===== config.mk =====
export PLATFORM = sky130hd
export DESIGN_NAME = data_bus_master
export DESIGN_NICKNAME = d
export VERILOG_FILES = /design/src/rtl/data_bus_master.sv
export SDC_FILE = /design/constraint.sdc
export NUM_CORES = 1
export LEC_CHECK = 0
export CORE_ASPECT_RATIO = 2
export CORE_MARGIN = 3
export CORE_UTILIZATION = 39
export DETAILED_ROUTE_END_ITERATION = 16
export PLACE_DENSITY = 0.8
export SLEW_MARGIN = 10
export SYNTH_ARGS = -nofsm -noshare
export SYNTH_HDL_FRONTEND = slang
export SYNTH_SLANG_ARGS = --single-unit

===== constraint.sdc =====
create_clock -name Clock -period 1.4 [get_ports Clock]
set_input_delay 0.28 -clock Clock [delete_from_list [all_inputs] [get_ports Clock]]
set_output_delay 0.28 -clock Clock [all_outputs]
set_load 0.03 [all_outputs]

===== src/rtl/data_bus_master.sv =====
// data_bus_master: single-outstanding load/store initiator between the pipeline memory stage and the shared data bus
// Optional feature macro: BUS_TIMEOUT_EN (aborts a bus access after TIMEOUT_CYCLES strobe cycles without DataDone)
// Ports:
//   Clock, Reset        rising-edge clock, synchronous active-low reset
//   ReqValid/ReqWrite/ReqAddr/ReqData/ReqReady   pipeline request side
//   RespValid/RespData/RespErr                   pipeline response side (one-cycle pulse, held data/err)
//   ReadData/WriteData/DataAddr/BusIn            bus strobes, address and write data
//   BusOut/DataDone                              bus read data and device completion
module data_bus_master #(
    parameter int TIMEOUT_CYCLES = 255
) (
    input  logic        Clock,
    input  logic        Reset,
    input  logic        ReqValid,
    input  logic        ReqWrite,
    input  logic [15:0] ReqAddr,
    input  logic [15:0] ReqData,
    output logic        ReqReady,
    output logic        RespValid,
    output logic [15:0] RespData,
    output logic        RespErr,
    output logic        ReadData,
    output logic        WriteData,
    output logic [15:0] DataAddr,
    output logic [15:0] BusIn,
    input  logic [15:0] BusOut,
    input  logic        DataDone
);
    typedef enum logic [1:0] {IDLE, BUS, RESP} state_t;
    state_t state;
    logic   write_q;
`ifdef BUS_TIMEOUT_EN
    logic [7:0] cnt;
    logic       tmo;
    // cnt holds the number of already-elapsed done-less strobe cycles
    assign tmo = !DataDone && cnt == 8'(TIMEOUT_CYCLES - 1);
`else
    logic unused_timeout;
    assign unused_timeout = |8'(TIMEOUT_CYCLES);
    assign RespErr = 1'b0;
`endif
    always_ff @(posedge Clock) begin
        if (!Reset) begin
            state     <= IDLE;
            write_q   <= 1'b0;
            DataAddr  <= '0;
            BusIn     <= '0;
            ReadData  <= 1'b0;
            WriteData <= 1'b0;
            ReqReady  <= 1'b1;
            RespValid <= 1'b0;
            RespData  <= '0;
`ifdef BUS_TIMEOUT_EN
            cnt       <= '0;
            RespErr   <= 1'b0;
`endif
        end else begin
            case (state)
                IDLE: if (ReqValid) begin
                    state     <= BUS;
                    write_q   <= ReqWrite;
                    DataAddr  <= ReqAddr;
                    BusIn     <= ReqData;
                    ReadData  <= !ReqWrite;
                    WriteData <= ReqWrite;
                    ReqReady  <= 1'b0;
`ifdef BUS_TIMEOUT_EN
                    cnt       <= '0;
`endif
                end
                BUS: begin
                    // completion wins over a coincident timeout
                    if (DataDone) begin
                        state     <= RESP;
                        ReadData  <= 1'b0;
                        WriteData <= 1'b0;
                        RespValid <= 1'b1;
                        RespData  <= write_q ? 16'h0 : BusOut;
`ifdef BUS_TIMEOUT_EN
                        RespErr   <= 1'b0;
                    end else if (tmo) begin
                        state     <= RESP;
                        ReadData  <= 1'b0;
                        WriteData <= 1'b0;
                        RespValid <= 1'b1;
                        RespData  <= '0;
                        RespErr   <= 1'b1;
                    end else begin
                        cnt       <= cnt + 8'd1;
`endif
                    end
                end
                RESP: begin
                    state     <= IDLE;
                    RespValid <= 1'b0;
                    ReqReady  <= 1'b1;
                end
                default: begin
                    state     <= IDLE;
                    ReadData  <= 1'b0;
                    WriteData <= 1'b0;
                    RespValid <= 1'b0;
                    ReqReady  <= 1'b1;
                end
            endcase
        end
    end
endmodule


==> results.md, run 1 <==
* H-Tree Depth at 2
* Root buffer cell: clkbuf_8
* Leak at 1.459 nW
* Clk sinks at 55
* Routed WL at 5.189 mm
* DRC viols at 0
* Syn Area/Cell at 9.788 µm²
* Slowest CP cell: dlygate4sd2_1
* Worst EP arrival at 1070 ps
* Cells along the critical path: dlygate4sd2_1
* Synth Instances at 209
* Multiplexer share of the synthesized area at 0%
* Final hold viol count at 0
* Synth Area in Compound Gates at 20.98%
* Max VDD drop at 0.9155 mV
* # Max-Cap Violations at 0
* Vias/cell at 4.735
* Pwr Total at 3.257 mW
* Ant diodes at 0
* IO Pins at 106
* Layout cell share with drive strength beyond 1 at 8.125%
* Register area at 1101 µm²
* Critical path class: flop to primary output
* Starting Density at 41.29%
* Simple-Gate Fraction of Synth Area at 18.65%
* Final worst path period share at 96.46%
* Die Width at 57.21 µm
* Critical Path Fanout Max at 2
* Hpwl dp at 3.999 mm
* P&R area growth vs syn at 56.51%
* DR pass1 iterations at 4
* Worst-Skew Late Latency at 300 ps
* Sequential fraction of the synthesis area at 53.82%
* Post-CTS Setup Bufs at 0
* Setup crit start kind: flop
* Initial antenna violation count at 0
* Row cnt at 36
* Antenna Violating Nets Remaining at 0
* Synth Cell Area at 2046 µm²
* Min Clock Period, post-route at 1350 ps
* Core area at 4955 µm²
* Post-Synth Adder-Cell Area at 0%
* Worst EP required at 1120 ps
* Slew Limit Fails at 0
* Syn_nets at 262
* Unrepaired setup endpoints after global routing: false
* Iteration-0 DRC Markers at 54
* CTS Buf Count at 5
* Hold Path Class: flop to flop
* Bufs on Longest Clock Path at 2
* Worst Path Buf+Inv at 1
* FF+latch count, synth at 55
* Multi-input gate area at 815.8 µm²
* Die height at 108.4 µm
* Reg clk slew, reported paths at 90 ps
* Final setup viols at 0
* Filler instances at 441
* Overflow after GRT at 0
* IO buf count at 104
* GPL Wtd Cong at 0.7433
* Nets at 372
* Final Core Density at 64.62%
* Fmax at 740.5 MHz
* First-pass GRT wire length at 8.438 mm
* Critical path's largest stage delay at 440 ps
* Xor/xnor share of the synthesized area at 0%
* Final Skew at 6.520 ps
* PD cells at 1017 nW/µm²
* Synth unique cells at 25
* Tot GR Track Use at 17.43%
* Largest family of logic cells by synthesized area: compound AO/OA/AOI/OAI gates
* CTS tree: done
* Vias in the first global route at 1791
* Synth warn at 0
* Worst path top cell family by delay: buffers and inverters
* Pin count of the biggest net entering global routing at 34
* CP Capture Type: primary output
* Status: complete, no violations
* Via count at 1785
* Die area at 6203 µm²
* Drt wl/cell at 13.76 µm
## flip-flops by register name, summed over array words and instances (netlist names)
signal / cells
BusIn: 16
ReqReady: 1
WriteData: 1
RespData: 16
ReadData: 1
DataAddr: 16
write_q: 1
RespValid: 1
state: 2
## through the flow
step | setup WS [ps] | setup TNS [ps] | hold WS, ps | instance area, µm² | instances
global placement | -256.0 | -12330 | 439.7 | 3178 | 369
CTS | 22.59 | 0 | 456.2 | 3198 | 377
global route | 7.149 | 0 | 471.7 | 3202 | 377
detailed placement | -301.7 | -13500 | 445.5 | 3178 | 369
floorplan | 126.7 | 0 | 405.5 | 2046 | 209
finish | 49.53 | 0 | 453.0 | 3202 | 377
## path summary, 6_finish.rpt
path	endpoint	start	cells past startpoint	slack [ps]
max reg2reg	DataAddr[6]	state[1]	4	130
max	DataAddr[14]	DataAddr[14]	1	50
min	BusIn[5]	BusIn[5]	2	450
min reg2reg	BusIn[5]	BusIn[5]	2	450
## cell type report
class / count / area share, %
timing repair buffer: 119 / 35.25
sequential: 55 / 34.39
multi-input combinational: 138 / 25.48
clock buffer: 6 / 2.267
tap: 57 / 2.227
clock inverter: 2 / 0.3908
## Yosys cell counts
master | n | area, µm²
nand2_1 | 66 | 247.7
dfxtp_1 | 55 | 1101
a21boi_1 | 30 | 225.2
a22o_1 | 16 | 140.1
buf_6 | 7 | 78.83
buf_4 | 4 | 30.03
nor2_1 | 4 | 15.01
a21boi_0 | 3 | 22.52
clkbuf_1 | 3 | 11.26
nor3b_1 | 3 | 22.52
buf_2 | 2 | 10.01
nor4bb_1 | 2 | 20.02
o21a_1 | 2 | 15.01
a21o_1 | 1 | 7.510
a21oi_1 | 1 | 5.000
conb_1 | 1 | 3.750
nand2_4 | 1 | 11.26
nand2b_1 | 1 | 6.260
nor2b_1 | 1 | 6.260
nor3_4 | 1 | 16.27
nor3b_4 | 1 | 18.77
nor4b_1 | 1 | 8.760
o21ai_0 | 1 | 5.000
o31a_1 | 1 | 8.760
or3b_1 | 1 | 8.760
## report_power, final
part           switching [mW]  internal, mW  total, mW
clock                   0.487         0.351      0.837
sequential             0.0467          1.65       1.70
combinational           0.380         0.338      0.718
## timing repair
| action | CTS | global route |
|---|---|---|
| gates resized for setup | 52 | 3 |
| hold buffers | 0 | 0 |
| setup endpoints to repair | 52 | 18 |
| cloned | 0 | 0 |
## routing by layer
layer / vias to the layer above / global-route usage (%) / part of all wire, %
li1: 914 / - / -
met1: 791 / 18.22 / 35
met2: 71 / 32.49 / 56
met3: 9 / 3.704 / 6.7
met4: 0 / 7.463 / 2.7
met5: - / 0 / 0
## layout by cell type, fill, tap and decap left out, types with 2 or more instances in the layout
cell type / count
a21boi_0: 3
a21boi_1: 30
a22o_1: 16
buf_12: 3
buf_4: 12
clkbuf_8: 5
clkdlybuf4s15_1: 2
clkdlybuf4s50_1: 52
dfxtp_1: 55
dlygate4sd2_1: 50
nand2_1: 66
nor2_1: 4
nor3b_1: 3
nor4bb_1: 2
## cell families after synthesis
family	after synthesis
AOI/OAI and AO/OA	55
DFF	55
buffers and inverters	16
other	1
and+or+nand+nor	82
Power figures use the tool's default switching activity.
==> run 2: changes to the inputs <==
--- a/config.mk
+++ b/config.mk
@@ -8,6 +8,7 @@
 export CORE_ASPECT_RATIO = 2
 export CORE_MARGIN = 3
 export CORE_UTILIZATION = 39
+export CTS_CLUSTER_DIAMETER = 150
 export DETAILED_ROUTE_END_ITERATION = 16
 export PLACE_DENSITY = 0.8
 export SLEW_MARGIN = 10
==> results of run 2 <==
The final DEF is identical to that of run 1; final timing and power are the same.
